$ cat src/rtl/wam_key_pkg.sv
// Shared definitions for the whack-a-mole key path: off-grid marker, FSM states
// and key-code field extraction used by the decoder and the grid/display logic.
package wam_key_pkg;

    // Wide all-ones value; users slice it to their hole-number width.
    localparam logic [31:0] INVALID_KEY = '1;

    typedef enum logic [1:0] {
        ST_IDLE       = 2'd0,
        ST_PRESS_DB   = 2'd1,
        ST_HELD       = 2'd2,
        ST_RELEASE_DB = 2'd3
    } key_state_t;

    function automatic int unsigned key_row(input logic [31:0] code,
                                            input int row_bits,
                                            input int col_bits);
        return (code >> col_bits) & ((32'd1 << row_bits) - 32'd1);
    endfunction

    function automatic int unsigned key_col(input logic [31:0] code,
                                            input int col_bits);
        return code & ((32'd1 << col_bits) - 32'd1);
    endfunction

endpackage

$ cat src/rtl/key_event_decoder_if.sv
// Hit-event handshake between the key decoder (master) and the game controller (slave).
interface key_event_decoder_if #(
    parameter int NUM_W = 4
);
    logic             hit_valid;
    logic [NUM_W-1:0] hit_number;
    logic             hit_ack;

    modport master (output hit_valid, output hit_number, input hit_ack);
    modport slave  (input hit_valid, input hit_number, output hit_ack);
endinterface

$ cat src/rtl/key_code_map.sv
// Combinational row/column key code to linear hole number (row*COLS+col),
// with an on-grid flag; off-grid codes map to all ones.
module key_code_map
    import wam_key_pkg::*;
#(
    parameter int ROW_BITS = 2,
    parameter int COL_BITS = 2,
    parameter int ROWS     = 3,
    parameter int COLS     = 3,
    parameter int NUM_W    = 4
) (
    input  logic [ROW_BITS+COL_BITS-1:0] code,
    output logic [NUM_W-1:0]             number,
    output logic                         valid
);
    int unsigned row;
    int unsigned col;

    always_comb begin
        row    = key_row(32'(code), ROW_BITS, COL_BITS);
        col    = key_col(32'(code), COL_BITS);
        valid  = (row < ROWS) && (col < COLS);
        number = valid ? NUM_W'(row * COLS + col) : INVALID_KEY[NUM_W-1:0];
    end
endmodule

$ cat src/rtl/key_event_decoder.sv
// Debounced key-event decoder: synchronises the raw key, debounces press and
// release, and turns each qualified press into one held hit event.
module key_event_decoder
    import wam_key_pkg::*;
#(
    parameter int ROW_BITS        = 2,
    parameter int COL_BITS        = 2,
    parameter int ROWS            = 3,
    parameter int COLS            = 3,
    parameter int NUM_W           = 4,
    parameter int DEBOUNCE_CYCLES = 16
) (
    input  logic                         clk,
    input  logic                         reset,
    input  logic                         enable,
    input  logic [ROW_BITS+COL_BITS-1:0] key,
    input  logic                         key_down,
    key_event_decoder_if.master          hit_if,
    output logic [NUM_W-1:0]             key_number,
    output logic                         invalid_pulse,
    output logic                         missed_pulse
);
    localparam int KEY_W = ROW_BITS + COL_BITS;
    localparam int CNT_W = $clog2(DEBOUNCE_CYCLES);
    localparam logic [CNT_W-1:0] CNT_LAST = CNT_W'(DEBOUNCE_CYCLES - 1);
    localparam logic [NUM_W-1:0] INV_NUM  = INVALID_KEY[NUM_W-1:0];

    logic [KEY_W-1:0] key_p0, key_p1;
    logic             down_p0, down_p1;

    key_state_t       state, state_nxt;
    logic [CNT_W-1:0] count, count_nxt;
    logic [KEY_W-1:0] code, code_nxt;

    logic [NUM_W-1:0] map_number;
    logic             map_valid;
    logic             ev, take_hit, miss_ev, inval_ev;

    logic             hit_valid_r;
    logic [NUM_W-1:0] hit_number_r;

    // Stage p0/p1: two-flop synchroniser for the asynchronous key inputs
    always_ff @(posedge clk) begin
        if (reset) begin
            key_p0  <= '0;
            key_p1  <= '0;
            down_p0 <= 1'b0;
            down_p1 <= 1'b0;
        end else begin
            key_p0  <= key;
            key_p1  <= key_p0;
            down_p0 <= key_down;
            down_p1 <= down_p0;
        end
    end

    always_ff @(posedge clk) begin
        if (reset) begin
            state <= ST_IDLE;
            count <= '0;
            code  <= '0;
        end else begin
            state <= state_nxt;
            count <= count_nxt;
            code  <= code_nxt;
        end
    end

    always_comb begin
        state_nxt = state;
        count_nxt = count;
        code_nxt  = code;
        if (!enable) begin
            state_nxt = ST_IDLE;
            count_nxt = '0;
        end else begin
            case (state)
                ST_IDLE: if (down_p1) begin
                    state_nxt = ST_PRESS_DB;
                    code_nxt  = key_p1;
                    count_nxt = '0;
                end
                ST_PRESS_DB: if (!down_p1 || key_p1 != code) begin
                    state_nxt = ST_IDLE;
                    count_nxt = '0;
                end else if (count == CNT_LAST) begin
                    state_nxt = ST_HELD;
                    count_nxt = '0;
                end else begin
                    count_nxt = count + CNT_W'(1);
                end
                ST_HELD: if (!down_p1) begin
                    state_nxt = ST_RELEASE_DB;
                    count_nxt = '0;
                end
                ST_RELEASE_DB: if (down_p1) begin
                    state_nxt = ST_HELD;
                    count_nxt = '0;
                end else if (count == CNT_LAST) begin
                    state_nxt = ST_IDLE;
                    count_nxt = '0;
                end else begin
                    count_nxt = count + CNT_W'(1);
                end
                default: begin
                    state_nxt = ST_IDLE;
                    count_nxt = '0;
                end
            endcase
        end
    end

    key_code_map #(
        .ROW_BITS (ROW_BITS),
        .COL_BITS (COL_BITS),
        .ROWS     (ROWS),
        .COLS     (COLS),
        .NUM_W    (NUM_W)
    ) u_map (
        .code   (code),
        .number (map_number),
        .valid  (map_valid)
    );

    // A same-cycle ack frees the slot, so the new event may replace the pending one.
    always_comb begin
        ev       = enable && (state == ST_PRESS_DB) && down_p1 &&
                   (key_p1 == code) && (count == CNT_LAST);
        take_hit = ev && map_valid && (!hit_valid_r || hit_if.hit_ack);
        miss_ev  = ev && map_valid && hit_valid_r && !hit_if.hit_ack;
        inval_ev = ev && !map_valid;
    end

    always_ff @(posedge clk) begin
        if (reset) begin
            hit_valid_r   <= 1'b0;
            hit_number_r  <= INV_NUM;
            key_number    <= INV_NUM;
            invalid_pulse <= 1'b0;
            missed_pulse  <= 1'b0;
        end else begin
            if (take_hit) begin
                hit_valid_r  <= 1'b1;
                hit_number_r <= map_number;
                key_number   <= map_number;
            end else if (hit_if.hit_ack) begin
                hit_valid_r <= 1'b0;
            end
            invalid_pulse <= inval_ev;
            missed_pulse  <= miss_ev;
        end
    end

    assign hit_if.hit_valid  = hit_valid_r;
    assign hit_if.hit_number = hit_number_r;
endmodule

$ cat src/flat_wrapper.sv
// flat-port wrapper written by rule: the top's interface ports become plain ports
module key_event_decoder_flat import wam_key_pkg::*;
#(
    parameter int ROW_BITS        = 2,
    parameter int COL_BITS        = 2,
    parameter int ROWS            = 3,
    parameter int COLS            = 3,
    parameter int NUM_W           = 4,
    parameter int DEBOUNCE_CYCLES = 16
)
  (clk, reset, enable, key, key_down, key_number, invalid_pulse, missed_pulse, hit_if_hit_valid, hit_if_hit_number, hit_if_hit_ack);
  key_event_decoder_if #(.NUM_W(NUM_W)) hit_if_i ();
  input  logic clk;
  input  logic reset;
  input  logic enable;
  input  logic [ROW_BITS+COL_BITS-1:0] key;
  input  logic key_down;
  output logic [NUM_W-1:0] key_number;
  output logic invalid_pulse;
  output logic missed_pulse;
  output wire logic [$bits(hit_if_i.hit_valid)-1:0] hit_if_hit_valid;
  output wire logic [$bits(hit_if_i.hit_number)-1:0] hit_if_hit_number;
  input wire logic [$bits(hit_if_i.hit_ack)-1:0] hit_if_hit_ack;
  assign hit_if_hit_valid = hit_if_i.hit_valid;
  assign hit_if_hit_number = hit_if_i.hit_number;
  assign hit_if_i.hit_ack = hit_if_hit_ack;
  key_event_decoder #(.ROW_BITS(ROW_BITS), .COL_BITS(COL_BITS), .ROWS(ROWS), .COLS(COLS), .NUM_W(NUM_W), .DEBOUNCE_CYCLES(DEBOUNCE_CYCLES)) u_core (.clk(clk), .reset(reset), .enable(enable), .key(key), .key_down(key_down), .hit_if(hit_if_i), .key_number(key_number), .invalid_pulse(invalid_pulse), .missed_pulse(missed_pulse));
endmodule
$ cat config.mk
export PLATFORM = sky130hd
export DESIGN_NAME = key_event_decoder_flat
export DESIGN_NICKNAME = d
export VERILOG_FILES = /design/src/rtl/wam_key_pkg.sv /design/src/rtl/key_event_decoder_if.sv /design/src/rtl/key_code_map.sv /design/src/rtl/key_event_decoder.sv /design/src/flat_wrapper.sv
export SDC_FILE = /design/constraint.sdc
export NUM_CORES = 1
export LEC_CHECK = 0
export BUFFER_PORTS_ARGS = -buffer_cell sky130_fd_sc_hd__buf_2
export CORE_ASPECT_RATIO = 1.5
export CORE_MARGIN = 10
export CORE_UTILIZATION = 55
export CTS_BUF_LIST = sky130_fd_sc_hd__clkbuf_2 sky130_fd_sc_hd__clkbuf_4 sky130_fd_sc_hd__clkbuf_8
export DETAILED_ROUTE_END_ITERATION = 8
export GPL_ROUTABILITY_DRIVEN = 0
export GPL_TIMING_DRIVEN = 0
export PLACE_DENSITY = 0.78
export SLEW_MARGIN = 20
export SYNTH_ARGS = -nofsm -noshare
export SYNTH_HDL_FRONTEND = slang
export SYNTH_SLANG_ARGS = --single-unit
export TNS_END_PERCENT = 1
$ cat constraint.sdc
create_clock -name clk -period 2.12 [get_ports clk]
set_input_delay 0.424 -clock clk [delete_from_list [all_inputs] [get_ports clk]]
set_output_delay 0.424 -clock clk [all_outputs]
set_load 0.01 [all_outputs]
==> flow_metrics.tcl, run 1 <==
set metrics [dict create \
    yosys_warnings 0 \
    min_period_ns 2.03 \
    cts.clk_slew.worst_paths_ns 0.14 \
    p_int_uw 613 \
    rsz0062_at_grt "no" \
    grt_overflow 0 \
    drv_cap 0 \
    viasPerCell 5.47 \
    die_area_mm2 0.00464 \
    ys_seq_area_frac 0.430 \
    seq_power_share 0.653 \
    path_depth 7 \
    grt_max_degree 16 \
    antenna_found_initial 0 \
    cp_common_cell "inv_1" \
    startpoint_type "register" \
    whs_ns 0.287 \
    regToRegEndpoint "u_core.hit_if.hit_number[2]" \
    endpoint_kind "register" \
    worstMarginPinSlew_ns 0.424 \
    crit_chain "inv_1 > fa_1 > inv_1 > ha_1 > fa_1 > inv_1 > o211ai_1" \
    cts_hold_buffers 0 \
    syn_inst 132 \
    syn-num-nets 147 \
    power.density_mw_per_mm2 567 \
    max_freq_mhz 494 \
    cts.sinks 27 \
    clock_latency_ns 0.33 \
    crit_type "register to register" \
    dr.pass1.iters 4 \
    switchingPower_uw 188 \
    drive_above_1_share 0.258 \
    filler_cell_count 189 \
    ir_drop_v 0.000408 \
    max-slew-margin-rel 0.717 \
    power_frac_comb 0.066 \
    die_height_um 78.6 \
    ant_nets 0 \
    area_growth_pct 12.3 \
    slew_violations 0 \
    start_util 0.570 \
    reg2reg_from "u_core.code[1]" \
    fin_tns_setup_ns 0 \
    cts_tree "done" \
    ff2ff_path_depth 7 \
    cp.required_ns 2.39 \
    num_vias 973 \
    fin_nets 171 \
    die_width_um 59.0 \
    io-pin-count 20 \
    rrSetupSlack_ns 0.09 \
    cts-root-buf "clkbuf_4" \
    worstHoldPathType "input pin to register" \
    crit_family "adder cells" \
    fin_skew_ns 0.00117 \
    layout_worst_path_cycle_share 0.955 \
    timing.critical_path.to "u_core.hit_if.hit_number[2]" \
    clkPwrFrac 0.281 \
    cts_setup_buffers 0 \
    cts_max_level 1 \
    grtUsageTotal 0.114 \
    num_antenna_cells 0 \
    hold_violations 0 \
    yosysUniqueCellTypes 38 \
    cp_slowest_cell "fa_1" \
    critPathLaunch "u_core.code[1]" \
    run_status "finished, final reports clean" \
    post_drt_wl_per_cell_um 13.6 \
    crit_fanout 3 \
    core_mm2 0.00221 \
    cpPeakStageDelay_ns 0.53 \
    crit_arrival_ns 2.29 \
    grt_pass1_vias 1023 \
    grt_pass1_wl_um 4290 \
    whs_path_depth 2 \
    crit_buf_inv 3 \
    setup_viol 0 \
    portBuffers 19 \
    wirelength_um 2420 \
    core.rowCount 21 \
    sw_frac_of_total 0.235 \
    syn_area_mm2 0.00126 \
    drc 0 \
    max-clock-path-buffers 2 \
    ys_seq_elements 27 \
    drt_iter0_markers 13 \
    cts_made_buffers 3 \
    p_leak_nw 0.580 \
    hpwlAfterDp_um 1940 \
    syn_area_per_cell_um2 9.53 \
]
how the worst min path moves through the flow:
stage / start / slack [ns] / to
global placement: u_core.key_p0[1] / 0.42 / u_core.key_p1[1]
CTS: key[1] / 0.28 / u_core.key_p0[1]
global route: key[0] / 0.31 / u_core.key_p0[0]
floorplan: u_core.down_p0 / 0.41 / u_core.down_p1
finish: key_down / 0.29 / u_core.down_p0
detailed placement: u_core.key_p0[1] / 0.43 / u_core.key_p1[1]
power by group through the flow:
| stage | logic, mW | registers [mW] | clock network, mW |
|---|---|---|---|
| floorplan | 0.0364 | 0.533 | 0 |
| global placement | 0.0512 | 0.534 | 0 |
| detailed placement | 0.0528 | 0.534 | 0 |
| CTS | 0.0531 | 0.523 | 0.235 |
| global route | 0.0597 | 0.525 | 0.249 |
| finish | 0.0530 | 0.523 | 0.225 |
cell usage after synthesis, drive strengths merged:
cell type | n | area share
xor2 | 1 | 0.0070
a31o | 1 | 0.0070
dfxtp | 27 | 0.43
o21ai | 4 | 0.016
o2bb2ai | 1 | 0.0070
inv | 11 | 0.033
a311oi | 1 | 0.0070
o41ai | 4 | 0.028
a21oi | 8 | 0.032
nand2b | 2 | 0.0099
a221oi | 1 | 0.0070
and2 | 1 | 0.0050
o311a | 1 | 0.0080
ha | 4 | 0.040
nand2 | 3 | 0.0090
and3 | 4 | 0.021
clkbuf | 2 | 0.0060
xnor2 | 4 | 0.046
nor2 | 12 | 0.036
nor3b | 1 | 0.0060
or4 | 2 | 0.015
o32ai | 1 | 0.0070
o211ai | 4 | 0.024
fa | 2 | 0.032
nor2b | 12 | 0.062
nand3 | 6 | 0.032
mux2i | 1 | 0.0080
nor4bb | 1 | 0.0080
nor3 | 1 | 0.0040
or2 | 1 | 0.0050
buf | 5 | 0.027
nand3b | 3 | 0.018
layer usage:
metal / up-vias / wire length (um) / GRT usage
li1: 499 / - / -
met1: 453 / 930 / 0.108
met2: 14 / 1370 / 0.203
met3: 7 / 51 / 0.0370
met4: 0 / 65 / 0.0691
met5: - / 0 / 0
state kept, by name, summed over array words and instances (netlist names):
register	flops
u_core.down_p1	1
u_core.hit_if.hit_valid	1
u_core.down_p0	1
u_core.key_p0	4
u_core.state	2
u_core.invalid_pulse	1
u_core.missed_pulse	1
u_core.code	4
u_core.count	4
u_core.key_p1	4
u_core.hit_if.hit_number	4
cell families after synthesis:
kind of cell	count (synthesis)	share of synthesized area
adders and majority gates	6	0.0716
xor gates and xnor gates	5	0.0527
and+or+nand+nor	49	0.230
AOI/OAI and AO/OA	26	0.142
DFF	27	0.430
muxes	1	0.00796
buffers and inverters	18	0.0657
cell usage in the layout, fill, tap and decap left out, types with 2 or more instances in the layout:
cell type  instances
a21oi_1            8
o21ai_0            4
xnor2_2            3
nand3_2            2
nand2_1            3
nand3b_1           3
nor2_1            12
clkbuf_4           3
clkbuf_1           2
inv_1             11
dfxtp_1           24
and3_1             3
nand2b_1           2
dfxtp_2            3
o41ai_1            4
nand3_1            4
buf_2             19
o211ai_1           4
ha_1               4
buf_4              4
fa_1               2
nor2b_1           11
metrics by stage:
step | setup slack (ns) | cells | power (mW) | area (um^2) | utilization
floorplan | 0.165 | 132 | 0.569 | 1260 | -
global placement | 0.106 | 174 | 0.585 | 1380 | 0.626
detailed placement | 0.0549 | 174 | 0.587 | 1380 | 0.626
CTS | 0.0188 | 178 | 0.811 | 1410 | 0.638
global route | 0.0130 | 178 | 0.833 | 1410 | 0.640
finish | 0.0945 | 178 | 0.801 | 1410 | 0.640
cell type report:
cell class / count / area (um^2) / share of cell area
timing repair buffer: 19 / 95.1 / 0.0673
buffer: 7 / 41.3 / 0.0292
multi-input combinational: 87 / 634 / 0.449
tap: 23 / 28.8 / 0.0204
sequential: 27 / 544 / 0.385
inverter: 11 / 41.3 / 0.0292
clock buffer: 3 / 22.5 / 0.0159
clock inverter: 1 / 5.00 / 0.00354
repair_timing:
item | CTS | global route
endpoints found under the hold margin | 0 | 0
endpoints found under the setup margin | 0 | 1
resized for setup | 0 | 3
Power figures use the tool's default switching activity.
==> run 2: changes to the inputs <==
- SETUP_SLACK_MARGIN: not set -> 0.3
- SYNTH_HIERARCHICAL: not set -> 1
==> run 2 against run 1 <==
Net effect:
- the run now ends with negative setup slack left
- first-iteration DRC count is 7.7% higher
- largest power group unchanged
- sequential share of layout area down 1.4 points
- non-clock buffer count increased by 5
- die area up 0.63%
==> flow_metrics.tcl, run 2 <==
set metrics [dict create \
    filler_cell_count 188 \
    fin_nets 178 \
    whs_path_depth 2 \
    dr.pass1.iters 4 \
    start_util 0.575 \
    cts_hold_buffers 0 \
    drv_cap 0 \
    regArea_um2 552 \
    rsz0062_at_grt "yes" \
    seq_power_share 0.648 \
    hold_start "key[3]" \
    cts.clk_slew.worst_paths_ns 0.14 \
    reg2reg_from "u_core/code[3]" \
    ir_drop_v 0.000463 \
    hold_end "u_core/key_p0[3]" \
    setup_viol 1 \
    syn-num-nets 150 \
    cts_tree "done" \
    max-slew-margin-rel 0.688 \
    synth-main-ff-cell "dfxtp_1" \
    rrSetupSlack_ns -0.06 \
    viasPerCell 5.42 \
    syn_area_per_cell_um2 9.40 \
    die_height_um 78.8 \
    setup_ws_ns -0.0579 \
    hold_violations 0 \
    max-clock-path-buffers 2 \
    p_leak_nw 0.628 \
    drt_iter0_markers 14 \
    grt_overflow 0 \
    drc 0 \
    core_mm2 0.00221 \
    slew_violations 0 \
    ant_nets 0 \
    startpoint_type "register" \
    place_area_mm2 0.00140 \
    crit_fanout 4 \
    p_int_uw 622 \
    io-pin-count 20 \
    fin_tns_setup_ns -0.0579 \
    max_freq_mhz 459 \
    post_drt_wl_per_cell_um 13.0 \
    yosys_warnings 6 \
    yosysMostFrequentCell "dfxtp_1" \
    final_area_mm2 0.00149 \
    worstMarginPinSlew_ns 0.464 \
    synthTopCellsByArea "dfxtp_1, nor2b_1, a211o_1" \
    cts_made_buffers 3 \
    cts-root-buf "clkbuf_4" \
    power_frac_comb 0.059 \
    ys_seq_area_frac 0.426 \
    multi_input_area_um2 652 \
    clkPwrFrac 0.294 \
    synth-edff-count 0 \
    min_period_ns 2.18 \
    worstHoldPathType "input pin to register" \
    crit_arrival_ns 2.41 \
    area_growth_pct 17.3 \
    portBuffers 19 \
    ff2ff_path_depth 9 \
    yosysTopAreaCell "dfxtp_1" \
    synthTopCellsByCount "dfxtp_1, inv_1, nor2_1, nor2b_1, a211o_1" \
    cts.sinks 27 \
    grt_max_degree 15 \
    switchingPower_uw 178 \
    fin_skew_ns 0.00678 \
    grt_pass1_vias 993 \
    final_cell_mix "dfxtp_1, buf_2, nor2b_1, nor2_1, inv_1" \
    final_common_cell "dfxtp_1" \
    crit_type "register to register" \
    hpwlAfterDp_um 1850 \
    regToRegEndpoint "u_core/hit_if.hit_number[2]" \
    run_status "complete, but fails checks" \
    core.rowCount 21 \
    num_antenna_cells 0 \
    grtUsageTotal 0.106 \
    yosysTopAreaCellShare 0.426 \
    dp_slack_ns -0.173 \
    die_width_um 59.2 \
    antenna_found_initial 0 \
    die_area_mm2 0.00467 \
    ys_async_sr_fraction 0 \
    clock_latency_ns 0.33 \
    power.density_mw_per_mm2 538 \
    violations "negative setup slack" \
    ys_seq_elements 27 \
    layout_worst_path_cycle_share 1.03 \
    syn_area_mm2 0.00127 \
    grt_pass1_wl_um 4030 \
    drive_above_1_share 0.296 \
    cts_max_level 1 \
    wirelength_um 2400 \
    sw_frac_of_total 0.222 \
    cp.required_ns 2.35 \
    endpoint_kind "register" \
    syn_inst 135 \
    yosysUniqueCellTypes 36 \
    num_vias 1002 \
]
run 2: cell count changes after synthesis, moves of 3 or more:
cell | previous run | this run
a211o_1 | 0 | 8
a21oi_1 | 8 | 4
o211ai_1 | 4 | 0
o41ai_1 | 4 | 0
mux2i_1 | 1 | 4
nand2_1 | 3 | 6
nand3b_1 | 3 | 0
xnor2_2 | 3 | 0
run 2: layout make-up:
type | instances | area share
multi-input combinational | 87 | 0.438
clock buffer | 4 | 0.0202
timing repair buffer | 23 | 0.0841
buffer | 8 | 0.0328
tap | 23 | 0.0193
inverter | 13 | 0.0345
sequential | 27 | 0.371
run 2: stage by stage:
stage / power, mW / utilization / std cells / hold WS, ns
6_report: 0.801 / 0.674 / 185 / 0.295
5_1_grt: 0.823 / 0.674 / 185 / 0.320
4_1_cts: 0.804 / 0.666 / 183 / 0.300
3_5_place_dp: 0.578 / 0.635 / 177 / 0.428
3_3_place_gp: 0.575 / 0.635 / 177 / 0.419
2_1_floorplan: 0.563 / - / 135 / 0.414
run 2: worst max path at each step:
stage	depth (start not counted)	slack [ns]	from	end
CTS	9	-0.1	u_core/code[1]	u_core/hit_if.hit_number[2]
floorplan	9	-0.09	u_core/code[1]	u_core/hit_if.hit_number[2]
detailed placement	9	-0.17	u_core/code[1]	u_core/hit_if.hit_number[2]
global placement	9	-0.15	u_core/code[1]	u_core/hit_if.hit_number[2]
global route	9	-0.16	u_core/code[3]	u_core/hit_if.hit_number[2]
finish	9	-0.06	u_core/code[3]	u_core/hit_if.hit_number[2]
run 2: cells by family (layout without fill, tap and decap cells):
kind of cell / after synthesis / count (layout) / share of synthesized area
flip-flops: 27 / 27 / 0.426
AO/OA/AOI/OAI: 24 / 24 / 0.130
buffers and inverters: 21 / 48 / 0.0769
adder cells (fa/ha/maj): 6 / 6 / 0.0710
XOR/XNOR: 5 / 5 / 0.0345
AND/OR/NAND/NOR: 48 / 48 / 0.230
multiplexers: 4 / 4 / 0.0316
run 2: timing repair:
item	in CTS	in global routing
gates cloned	0	0
gates resized for setup	8	1
endpoints found under the hold margin	0	0
pin swaps	7	4
setup buffers	2	2
endpoints found under the setup margin	4	4
run 2: layer usage:
layer	track usage	vias to the layer above	wire length [um]
li1	-	508	-
met3	0.0255	4	60
met1	0.102	475	975
met5	0	-	0
met4	0.0415	0	42
met2	0.203	15	1320
run 2: power by group through the flow:
stage / Combinational [mW] / Clock [mW] / Sequential (mW)
2_1_floorplan: 0.0315 / 0 / 0.531
6_report: 0.0469 / 0.235 / 0.518
4_1_cts: 0.0469 / 0.239 / 0.519
5_1_grt: 0.0527 / 0.250 / 0.520
3_5_place_dp: 0.0456 / 0 / 0.532
3_3_place_gp: 0.0435 / 0 / 0.532
run 2: worst max-delay path: stages (launching register included):
cell     delay (ns)
dfxtp_4        0.40
inv_4          0.03
fa_1           0.54
inv_2          0.05
ha_4           0.15
fa_2           0.40
a211o_1        0.23
inv_1          0.05
nor2_1         0.04
a211o_1        0.22
